==> src/rtl/mat_vec_mult_seq_if.sv <==
// Handshake and write-bus bundle for mat_vec_mult_seq: matrix write port,
// vector input channel and result output channel.
interface mat_vec_mult_seq_if #(
  parameter int N     = 2,
  parameter int W     = 4,
  parameter int OUT_W = 2*W + $clog2(N)
);
  localparam int IW = (N > 1) ? $clog2(N) : 1;

  logic            wr_en;
  logic [IW-1:0]   wr_row;
  logic [IW-1:0]   wr_col;
  logic [W-1:0]    wr_data;
  logic            wr_err;

  logic            in_valid;
  logic            in_ready;
  logic [N*W-1:0]  in_vec;

  logic            out_valid;
  logic            out_ready;
  logic [OUT_W-1:0] out_data;
  logic [IW-1:0]   out_row;
  logic            done;

  modport master (
    output wr_en, wr_row, wr_col, wr_data, in_valid, in_vec, out_ready,
    input  wr_err, in_ready, out_valid, out_data, out_row, done
  );

  modport slave (
    input  wr_en, wr_row, wr_col, wr_data, in_valid, in_vec, out_ready,
    output wr_err, in_ready, out_valid, out_data, out_row, done
  );
endinterface

==> src/rtl/mat_vec_mult_seq.sv <==
// Sequential N x N matrix-vector multiplier using one shared MAC unit.
// Define MVM_SIGNED_EN for two's complement elements; default is unsigned.
module mat_vec_mult_seq #(
  parameter int N     = 2,
  parameter int W     = 4,
  parameter int OUT_W = 2*W + $clog2(N)
) (
  input logic             clk,
  input logic             rst_n,
  mat_vec_mult_seq_if.slave bus
);
  localparam int IW = (N > 1) ? $clog2(N) : 1;

  generate
    if (N < 2) begin : g_bad_n
      $error("mat_vec_mult_seq: N must be at least 2");
    end
    if (OUT_W < 2*W + $clog2(N)) begin : g_bad_out_w
      $error("mat_vec_mult_seq: OUT_W too narrow for the accumulated sum");
    end
  endgenerate

  typedef enum logic [1:0] {IDLE, MAC, OUT} state_t;

  state_t           state, state_next;
  logic [W-1:0]     mat [N][N];
  logic [W-1:0]     vec [N];
  logic [OUT_W-1:0] acc;
  logic [OUT_W-1:0] term;
  logic [2*W-1:0]   prod;
  logic [IW-1:0]    row, col;
  logic             wr_err_q, done_q;
  logic             vec_accept, out_accept;
  logic             last_col, last_row, wr_ok;

  assign last_col = (col == IW'(N-1));
  assign last_row = (row == IW'(N-1));
  assign wr_ok    = bus.wr_en && (state == IDLE) &&
                    (int'(bus.wr_row) < N) && (int'(bus.wr_col) < N);

  // Product is formed at full 2W width, then widened to the accumulator width.
  always_comb begin
`ifdef MVM_SIGNED_EN
    prod = {{W{mat[row][col][W-1]}}, mat[row][col]} *
           {{W{vec[col][W-1]}}, vec[col]};
    term = {{(OUT_W-2*W){prod[2*W-1]}}, prod};
`else
    prod = {{W{1'b0}}, mat[row][col]} * {{W{1'b0}}, vec[col]};
    term = {{(OUT_W-2*W){1'b0}}, prod};
`endif
  end

  always_comb begin
    state_next = state;
    vec_accept = 1'b0;
    out_accept = 1'b0;
    case (state)
      IDLE: begin
        if (bus.in_valid) begin
          vec_accept = 1'b1;
          state_next = MAC;
        end
      end
      MAC: begin
        if (last_col) state_next = OUT;
      end
      OUT: begin
        if (bus.out_ready) begin
          out_accept = 1'b1;
          state_next = last_row ? IDLE : MAC;
        end
      end
      default: state_next = IDLE;
    endcase
  end

  always_ff @(posedge clk or negedge rst_n) begin
    if (!rst_n) state <= IDLE;
    else        state <= state_next;
  end

  // A write in the same cycle as vector acceptance lands before the first MAC read.
  always_ff @(posedge clk or negedge rst_n) begin
    if (!rst_n) begin
      for (int r = 0; r < N; r++)
        for (int c = 0; c < N; c++)
          mat[r][c] <= '0;
      for (int j = 0; j < N; j++)
        vec[j] <= '0;
      acc      <= '0;
      row      <= '0;
      col      <= '0;
      wr_err_q <= 1'b0;
      done_q   <= 1'b0;
    end else begin
      wr_err_q <= bus.wr_en && !wr_ok;
      done_q   <= out_accept && last_row;
      if (wr_ok)
        mat[bus.wr_row][bus.wr_col] <= bus.wr_data;
      if (vec_accept) begin
        for (int j = 0; j < N; j++)
          vec[j] <= bus.in_vec[j*W +: W];
        acc <= '0;
        row <= '0;
        col <= '0;
      end else if (state == MAC) begin
        acc <= acc + term;
        col <= last_col ? '0 : col + 1'b1;
      end else if (out_accept) begin
        acc <= '0;
        col <= '0;
        if (!last_row) row <= row + 1'b1;
      end
    end
  end

  assign bus.in_ready  = (state == IDLE);
  assign bus.out_valid = (state == OUT);
  assign bus.out_data  = acc;
  assign bus.out_row   = row;
  assign bus.done      = done_q;
  assign bus.wr_err    = wr_err_q;
endmodule

==> src/flat_wrapper.sv <==
// flat-port wrapper written by rule: the top's interface ports become plain ports
module mat_vec_mult_seq_flat 
#(
  parameter int N     = 2,
  parameter int W     = 4,
  parameter int OUT_W = 2*W + $clog2(N)
)
  (clk, rst_n, bus_wr_en, bus_wr_row, bus_wr_col, bus_wr_data, bus_in_valid, bus_in_vec, bus_out_ready, bus_wr_err, bus_in_ready, bus_out_valid, bus_out_data, bus_out_row, bus_done);
  mat_vec_mult_seq_if #(.N(N), .W(W), .OUT_W(OUT_W)) bus_i ();
  input logic clk;
  input logic rst_n;
  input wire logic [$bits(bus_i.wr_en)-1:0] bus_wr_en;
  input wire logic [$bits(bus_i.wr_row)-1:0] bus_wr_row;
  input wire logic [$bits(bus_i.wr_col)-1:0] bus_wr_col;
  input wire logic [$bits(bus_i.wr_data)-1:0] bus_wr_data;
  input wire logic [$bits(bus_i.in_valid)-1:0] bus_in_valid;
  input wire logic [$bits(bus_i.in_vec)-1:0] bus_in_vec;
  input wire logic [$bits(bus_i.out_ready)-1:0] bus_out_ready;
  output wire logic [$bits(bus_i.wr_err)-1:0] bus_wr_err;
  output wire logic [$bits(bus_i.in_ready)-1:0] bus_in_ready;
  output wire logic [$bits(bus_i.out_valid)-1:0] bus_out_valid;
  output wire logic [$bits(bus_i.out_data)-1:0] bus_out_data;
  output wire logic [$bits(bus_i.out_row)-1:0] bus_out_row;
  output wire logic [$bits(bus_i.done)-1:0] bus_done;
  assign bus_i.wr_en = bus_wr_en;
  assign bus_i.wr_row = bus_wr_row;
  assign bus_i.wr_col = bus_wr_col;
  assign bus_i.wr_data = bus_wr_data;
  assign bus_i.in_valid = bus_in_valid;
  assign bus_i.in_vec = bus_in_vec;
  assign bus_i.out_ready = bus_out_ready;
  assign bus_wr_err = bus_i.wr_err;
  assign bus_in_ready = bus_i.in_ready;
  assign bus_out_valid = bus_i.out_valid;
  assign bus_out_data = bus_i.out_data;
  assign bus_out_row = bus_i.out_row;
  assign bus_done = bus_i.done;
  mat_vec_mult_seq #(.N(N), .W(W), .OUT_W(OUT_W)) u_core (.clk(clk), .rst_n(rst_n), .bus(bus_i));
endmodule
==> config.mk <==
export PLATFORM = sky130hd
export DESIGN_NAME = mat_vec_mult_seq_flat
export DESIGN_NICKNAME = d
export VERILOG_FILES = /design/src/rtl/mat_vec_mult_seq_if.sv /design/src/rtl/mat_vec_mult_seq.sv /design/src/flat_wrapper.sv
export SDC_FILE = /design/constraint.sdc
export NUM_CORES = 1
export LEC_CHECK = 0
export CELL_PAD_IN_SITES_DETAIL_PLACEMENT = 1
export CELL_PAD_IN_SITES_GLOBAL_PLACEMENT = 2
export CORE_MARGIN = 2
export CORE_UTILIZATION = 37
export DETAILED_ROUTE_END_ITERATION = 12
export GPL_ROUTABILITY_DRIVEN = 0
export PLACE_DENSITY = 0.89
export SYNTH_ARGS = -nofsm -noshare
export SYNTH_HDL_FRONTEND = slang
export SYNTH_SLANG_ARGS = --single-unit
==> constraint.sdc <==
create_clock -name clk -period 5 [get_ports clk]
set_input_delay 0.75 -clock clk [delete_from_list [all_inputs] [get_ports clk]]
set_output_delay 0.75 -clock clk [all_outputs]
set_load 0.01 [all_outputs]
==> results of run 1 <==
routing by layer:
metal	global-route usage, %	part of all wire, %	vias up
met2	26.5	51	25
met1	19.2	46	810
met4	4.33	0.91	0
met3	2.98	2.3	7
met5	0	0	-
li1	-	-	790
worst register-to-register path: stages (launching register included):
cell      delay (ps)
dfrtp_1          540
mux4_2           600
nand2b_1         120
fa_1             450
fa_1             510
fa_1             510
inv_1             40
ha_1             320
o21ai_0          310
o21bai_1         120
a21oi_1          190
xor2_1           160
o21ai_0           90
placed cells by master, fill, tap and decap left out, types with 2 or more instances in the layout:
cell and n:
a21oi_1 3, a22o_1 3, a31oi_1 2, clkbuf_8 6, clkdlybuf4s50_1 31, dfrtp_1 39, fa_1 9, ha_1 17
inv_1 30, mux2_2 19, mux2_4 5, mux2i_1 5, mux4_2 4, nand2_1 10, nand2b_1 8, nor2_1 7
nor2b_1 14, nor3_1 2, o21ai_0 10, o21ai_1 2, xnor2_1 2
area by class of cell:
class / count / area, um^2 / share of cell area, %
clock buffers: 6 / 82.6 / 2.80
clock inverters: 2 / 16.3 / 0.552
inverters: 30 / 113 / 3.82
multi-input cells: 141 / 1350 / 45.7
flip-flops and latches: 39 / 976 / 33.1
well taps: 77 / 96.3 / 3.27
repair buffers: 32 / 315 / 10.7
cell usage after synthesis (2+ instances only):
| library cell | number |
|---|---|
| ha_1 | 17 |
| a22o_1 | 3 |
| o21ai_1 | 2 |
| mux2i_1 | 5 |
| nor3_1 | 2 |
| nand2b_1 | 8 |
| nor2b_1 | 14 |
| mux2_2 | 19 |
| buf_6 | 2 |
| xnor2_1 | 2 |
| o21ai_0 | 10 |
| nand2_1 | 10 |
| nor2_1 | 7 |
| mux4_2 | 4 |
| mux2_4 | 5 |
| fa_1 | 9 |
| a21oi_1 | 3 |
| a31oi_1 | 2 |
| dfrtp_1 | 39 |
| inv_1 | 30 |
flip-flops by register name, summed over array words and instances (netlist names):
signal	cells
u_core.mat	16
u_core.bus.out_data	9
u_core.vec	8
u_core.state	2
u_core.bus.done	1
u_core.bus.out_row	1
u_core.bus.wr_err	1
u_core.col	1
path summary, 6_finish.rpt:
path | startpoint | end | slack, ps | depth (start not counted)
max in group asynchronous | rst_n | u_core.vec[2] | 3880 | 1
min | u_core.mat[6] | u_core.mat[6] | 510 | 1
max reg2reg | u_core.bus.out_row | u_core.bus.out_data[6] | 910 | 12
min reg2reg | u_core.mat[6] | u_core.mat[6] | 510 | 1
max | u_core.bus.out_row | u_core.bus.out_data[6] | 910 | 12
min in group asynchronous | rst_n | u_core.bus.out_data[4] | 560 | 1
per-stage QoR:
step	setup WS (ps)	hold slack [ps]	area (um^2)	util [%]
detailed placement	898	497	2850	44.6
CTS	881	517	2950	46.1
global placement	968	485	2850	44.6
floorplan	1150	454	2470	-
finish	912	510	2950	46.1
global route	604	531	2950	46.1
logic make-up (layout without fill, tap and decap cells):
| group | count (synthesis) | count (layout) |
|---|---|---|
| XOR/XNOR | 3 | 3 |
| AND/OR/NAND/NOR | 51 | 51 |
| buffers and inverters | 34 | 70 |
| flip-flops | 39 | 39 |
| AO/OA/AOI/OAI | 28 | 28 |
| multiplexers | 33 | 33 |
| adder cells (fa/ha/maj) | 26 | 26 |
==> run metrics, run 1 <==
outcome completed; syn_nets between 200 and 300; Final ANT Viol Nets 0; fraction of layout cells with a size suffix above 1 18.0%; nets 294; setup TNS 0 ps; total gr overflow 0; # DRC 0; WL final roughly 5100 um; die area between 7000 and 8000 um^2; largest family of logic cells by synthesized area multiplexers; Synth async-reset ratio 100%; CP Max Fanout 6; Simple-Gate Fraction of Synth Area about an eighth; Setup crit end kind flop; total of max-cap violations 0; CP Launch Type flop; Synth area leader dfrtp_1; Final setup viols 0; Worst path top cell family by delay adder cells; HPWL Detailed 4060 um; Avg WL per Cell 15.5 um; mux share of post-synthesis cell area between 10% and 20%; largest net degree at the start of global routing 40; WP data required just over 5000 ps; Cells after Synth about 210; syn avg cell area between 10 and 15 um^2; Final Hold Fails 0; Max stage delay on crit path approximately 600 ps; Critical Path Most Common Cell fa_1; Die H between 80 and 90 um; CTS buffer count 5; Synth Flop Type dfrtp_1; vias 1,632; setup bufs post-CTS 0; Yosys reg bits 39; Ports 33; placed cells ~320; synth warn 0; Die X 85.7 um; sequential area share after synthesis approximately two fifths; cell row count 29; initial core utilization between 30% and 40%; CTS tree done; top area cells in the synthesized netlist dfrtp_1, mux2_2, ha_1, fa_1, inv_1; number of synthesized flops with an enable pin 0; synthesized area 2470 um^2; Placeable Area approximately 6400 um^2; post-synthesis compound-gate area fraction 7.35%; Clock Root Buffer clkbuf_8; max_slew headroom 41.8%; Clock Sink Count 39; ant diodes 0; vias per cell around 5.0; fin crit period slightly above 4000 ps; First DRT Iteration DRCs 15; XOR/XNOR Fraction of Synth Area between 1 and 1.5%; Distinct cells, synth between 40 and 50; Worst Hold Class reg2reg; Clock transition at path regs 80 ps; CP max-delay cell mux4_2; slew of the pin with the lowest slew margin between 800 and 900 ps; worst skew pair latency approximately 290 ps; Slew Limit Fails 0; critical path cell sequence mux4_2, nand2b_1, fa_1, fa_1, fa_1, inv_1, ha_1, o21ai_0, o21bai_1, a21oi_1, xor2_1, o21ai_0; drt pass-1 iters 4; Fillers 691; Finished Layout Cells roughly 330; Buffers & Inverters on Critical Path 1; area share of the largest cell type after synthesis between 30% and 40%; clk buf depth 2; IO Port Bufs 32; Setup Crit Path Kind reg2reg; initial antenna violation count 0; Max H-tree Level 2; period utilisation layout about four fifths; Tot GR Track Use 15.2%; hold_buf cts 0; Arr. time, crit path between 4000 and 5000 ps; Synth-to-Final Area Change 19.4%; fmax between 200 and 250 MHz; Synth Area in Adders 15.9%; first-pass GRT wire length 8710 um; vias in the first global route 1,816; clock skew around 5.8 ps; RSZ-0062 raised after global routing no; post-cts sizing count 0
Power of run 1 is left out: the tool's default activity adds up to more than one toggle a clock period on the data nets, which glitch-free logic cannot reach.
==> run 2, diff against run 1 <==
- CORE_UTILIZATION: 37 -> 33
- PLACE_DENSITY: 0.89 -> 0.85
- clock period: 5 -> 3.7 ns (I/O delays scaled with it)
==> run 2 against run 1 <==
Worst hold slack lost 150 ps. Sequential cell count is the same. Sequential share of layout area shrank 2.8 points. Register-to-register slack lost 870 ps. Highest routed layer unchanged.
==> run metrics, run 2 (synthesis gave the netlist of run 1 again) <==
outcome completed (unchanged); Die H 90.5 um (was 85.7 um); clock skew 6.98 ps (was 5.81 ps); Critical Path End u_core.bus.out_data[8] (was u_core.bus.out_data[6]); Placeable Area 7250 um^2 (was 6390 um^2); fraction of layout cells with a size suffix above 1 28.4% (was 18.0%); Worst path top cell family by delay adder cells (unchanged); cell row count 31 (was 29); slew of the pin with the lowest slew margin 883 ps (was 873 ps); number of flip-flops in the largest register 16 (unchanged); CP max-delay cell fa_2 (was mux4_2); Max stage delay on crit path 580 ps (was 600 ps); Crit path depth 12 (unchanged); tightest hold margin 362 ps (was 510 ps); Final setup viols 0 (unchanged); Largest Register u_core.mat (unchanged); Clock transition at path regs 80 ps (about the same); worst skew pair latency 310 ps (was 290 ps); Slew Limit Fails 0 (unchanged); hold_buf cts 0 (unchanged); Die X 90.5 um (was 85.7 um); largest net degree at the start of global routing 40 (unchanged); # DRC 0 (unchanged); Clock Root Buffer clkbuf_8 (unchanged); max_slew headroom 41.1% (was 41.8%); clk buf depth 2 (unchanged); reg-to-reg slack, setup 40 ps (was 910 ps); First DRT Iteration DRCs 23 (was 15); critical path cell sequence mux4_2, nand2b_1, fa_1, fa_2, fa_1, inv_2, ha_4, o21ai_4, o21ai_1, a31oi_1, xnor2_1, o21ai_1 (was mux4_2, nand2b_1, fa_1, fa_1, fa_1, inv_1, ha_1, o21ai_0, o21bai_1, a21oi_1, xor2_1, o21ai_0); Clock Sink Count 39 (unchanged); total gr overflow 0 (unchanged); CP Max Fanout 5 (was 6); R2R Path Start u_core.bus.out_row (unchanged); initial core utilization 34.0% (was 38.7%); WP data required 3880 ps (was 5170 ps); RSZ-0062 raised after global routing yes (was no); most common cell after layout, fill and taps aside dfrtp_1 (unchanged); drt pass-1 iters 4 (unchanged); Arr. time, crit path 3840 ps (was 4250 ps); reg2reg path depth 12 (unchanged); first-pass GRT wire length 9770 um (was 8710 um); total of max-cap violations 0 (unchanged); Ports 33 (unchanged); WL final 5750 um (was 5080 um); ant diodes 0 (unchanged); CTS buffer count 5 (unchanged); period utilisation layout 98.9% (was 81.8%); Tot GR Track Use 15.1% (was 15.2%); fmax 273 MHz (was 245 MHz); CP Launch Type flop (unchanged); fin crit period 3660 ps (was 4090 ps); HPWL Detailed 4530 um (was 4060 um); IO Port Bufs 32 (unchanged); Worst Hold Class in2async (was reg2reg); RR Endpoint u_core.bus.out_data[8] (was u_core.bus.out_data[6]); vias per cell 4.72 (was 4.99); CTS tree done (unchanged); worst setup path startpoint u_core.bus.out_row (unchanged); Final ANT Viol Nets 0 (unchanged); Buffers & Inverters on Critical Path 1 (unchanged); vias 1,714 (was 1,632); die area 8190 um^2 (was 7340 um^2); vias in the first global route 1,994 (was 1,816); initial antenna violation count 0 (unchanged); Final Hold Fails 0 (unchanged); Max H-tree Level 2 (unchanged); Setup Crit Path Kind reg2reg (unchanged); Fillers 787 (was 691); Setup crit end kind flop (unchanged); Avg WL per Cell 15.8 um (was 15.5 um); nets 308 (was 294); Synth-to-Final Area Change 30.5% (was 19.4%); commonest cells after routing, fill and taps aside dfrtp_1, clkdlybuf4s50_1, inv_1 (unchanged)
==> run 2: cell type report <==
class,count,area [um^2],share of cell area (%)
timing repair buffer,46,437,13.6
clock buffer,6,82.6,2.56
multi-input combinational,141,1450,45.0
tap,99,124,3.84
sequential,39,977,30.3
inverter,30,113,3.50
clock inverter,2,38.8,1.20
==> run 2: through the flow <==
step	TNS, ps	cell area [um^2]	utilization, %	std cells	worst slack, ps
global placement	-228	2980	41.0	351	-107
global route	-405	3220	44.4	363	-140
floorplan	0	2490	-	214	37.8
finish	0	3220	44.4	363	39.0
detailed placement	-523	2980	41.0	351	-193
CTS	0	3140	43.2	361	16.6
==> run 2: repair_timing <==
item                       CTS  global route
gates resized for setup      6            18
buffers inserted             2             2
pin swaps                    4            16
setup endpoints to repair    4             4
==> run 2: worst register-to-register path, stage by stage (launching register included) <==
cell and delay (ps):
dfrtp_2 450, mux4_2 570, nand2b_1 120, fa_1 460, fa_2 580, fa_1 420
inv_2 80, ha_4 210, o21ai_4 150, o21ai_1 90, a31oi_1 210, xnor2_1 140
o21ai_1 70
==> run 2: worst min-delay path by stage <==
stage                     slack (ps)                endpoint           start  cells after the start
after floorplan                  260         u_core.bus.done           rst_n                      0
after global placement           490          u_core.mat[12]  u_core.mat[12]                      1
after detailed placement         490           u_core.mat[2]   u_core.mat[2]                      1
after CTS                        400  u_core.bus.out_data[4]           rst_n                      1
after global routing             430  u_core.bus.out_data[4]           rst_n                      1
final                            360  u_core.bus.out_data[4]           rst_n                      1
==> run 2: metal layers <==
layer	track usage (%)	vias to the layer above	routed length, um
met5	0	-	0
met4	4.23	0	58
met3	3.26	6	150
met2	27.7	25	3070
met1	17.6	867	2470
li1	-	816	-
Power of run 2 is left out for the same reason.
==> run 3, diff against run 2 <==
- PLACE_DENSITY: 0.85 -> unset
- PLACE_DENSITY_LB_ADDON: unset -> 0.15
==> run 3 against run 2 <==
Fmax about the same. Via count is 1.6% lower. Register-to-register slack about the same. Sequential cell count stayed put. Critical path depth unchanged. Global-route usage down 1.0 points. Die area unchanged. Cell count shrank 0.28%. Clock skew fell by 3.1 ps.
==> run metrics, run 3 (synthesis gave the netlist of run 1 again) <==
outcome completed (unchanged); reg-to-reg slack, setup 40 ps (about the same); first-pass GRT wire length 9030 um (was 9770 um); clock skew 3.91 ps (was 6.98 ps); Placeable Area 7250 um^2 (unchanged); fmax 273 MHz (about the same); total gr overflow 0 (unchanged); Final setup viols 0 (unchanged); Slew Limit Fails 0 (unchanged); Largest Register u_core.mat (unchanged); First DRT Iteration DRCs 34 (was 23); nets 307 (was 308); Clock Sink Count 39 (unchanged); Die H 90.5 um (unchanged); multi-input combinational cell area 1440 um^2 (was 1450 um^2); Max H-tree Level 2 (unchanged); initial core utilization 34.0% (unchanged); Final Hold Fails 0 (unchanged); IO Port Bufs 32 (unchanged); WL final 5310 um (was 5750 um); fin crit period 3660 ps (about the same); Arr. time, crit path 3840 ps (about the same); hold_buf cts 0 (unchanged); total of max-cap violations 0 (unchanged); CP Max Fanout 5 (unchanged); CTS tree done (unchanged); Clock transition at path regs 80 ps (about the same); Ports 33 (unchanged); cell row count 31 (unchanged); reg2reg path depth 12 (unchanged); Critical Path End u_core.bus.out_data[8] (unchanged); HPWL Detailed 4170 um (was 4530 um); commonest cells after routing, fill and taps aside dfrtp_1, clkdlybuf4s50_1, inv_1 (unchanged); clk buf depth 2 (unchanged); Setup Crit Path Kind reg2reg (unchanged); drt pass-1 iters 2 (was 4); Setup crit end kind flop (unchanged); Die X 90.5 um (unchanged); worst setup path startpoint u_core.bus.out_row (unchanged); CTS buffer count 5 (unchanged); final core occ 43.7% (was 44.4%); largest net degree at the start of global routing 40 (unchanged); vias 1,687 (was 1,714); RSZ-0062 raised after global routing yes (unchanged); slew of the pin with the lowest slew margin 894 ps (was 883 ps); initial antenna violation count 0 (unchanged); WP data required 3880 ps (about the same); # DRC 0 (unchanged); tightest hold margin 371 ps (was 362 ps); period utilisation layout 98.9% (about the same); setup TNS 0 ps (unchanged); R2R Path Start u_core.bus.out_row (unchanged); vias in the first global route 1,821 (was 1,994); fraction of layout cells with a size suffix above 1 26.6% (was 28.4%); CP Launch Type flop (unchanged); FF+latch area 977 um^2 (unchanged); max_slew headroom 40.4% (was 41.1%); vias per cell 4.66 (was 4.72); Avg WL per Cell 14.7 um (was 15.8 um); most common cell after layout, fill and taps aside dfrtp_1 (unchanged); Worst Hold Class in2async (unchanged); Final WS setup 41.5 ps (was 39.0 ps); number of flip-flops in the largest register 16 (unchanged); Final ANT Viol Nets 0 (unchanged); ant diodes 0 (unchanged); RR Endpoint u_core.bus.out_data[8] (unchanged); Clock Root Buffer clkbuf_8 (unchanged); worst slack, placed -239 ps (was -193 ps); Tot GR Track Use 14.1% (was 15.1%); worst skew pair latency 300 ps (was 310 ps); Synth-to-Final Area Change 28.5% (was 30.5%); die area 8190 um^2 (unchanged); Fillers 813 (was 787)
## run 3: cell count changes in the layout (fill, tap and decap cells not counted), sizes merged
cell / change
clkinvlp: +1
inv: -1
bufinv: -1
clkinv: +1
buf: -1
## run 3: worst min path at each step
stage | startpoint | end | cells past startpoint
after global placement | u_core.mat[13] | u_core.mat[13] | 1
after detailed placement | u_core.mat[3] | u_core.mat[3] | 1
after global routing | rst_n | u_core.bus.wr_err | 1
after CTS | rst_n | u_core.state[1] | 1
final | rst_n | u_core.bus.wr_err | 1
after floorplan | rst_n | u_core.bus.done | 0
## run 3: worst max-delay path, cell delays in order (launching register included)
cell	delay (ps)
dfrtp_2	440
mux4_2	550
nand2b_1	130
fa_1	450
fa_1	510
fa_1	510
inv_2	50
ha_4	180
a211oi_4	210
o21ai_1	130
a31oi_1	180
xnor2_1	140
o21ai_1	70
## run 3: through the flow
step	std cells	area [um^2]
finish	362	3170
detailed placement	352	2980
global route	362	3170
global placement	352	2980
floorplan	214	2490
CTS	362	3140
## run 3: timing repair
item | in CTS | in global routing
resized for setup | 11 | 7
cloned | 0 | 0
pin swaps | 11 | 4
endpoints found under the setup margin | 4 | 4
buffers inserted | 2 | 0
## run 3: routing by layer
metal  GRT usage, %  routed length, um
met5              0                  0
met1           17.4               2360
met4           5.00                 69
met3           2.75                110
met2           24.3               2770
## run 3: cell type report
| cell class | instances | area share [%] |
|---|---|---|
| inverter | 30 | 3.55 |
| multi-input combinational | 141 | 45.2 |
| clock inverter | 2 | 0.513 |
| tap | 99 | 3.90 |
| timing repair buffer | 45 | 13.4 |
| clock buffer | 6 | 2.60 |
| sequential | 39 | 30.8 |
Power of run 3 is left out for the same reason.
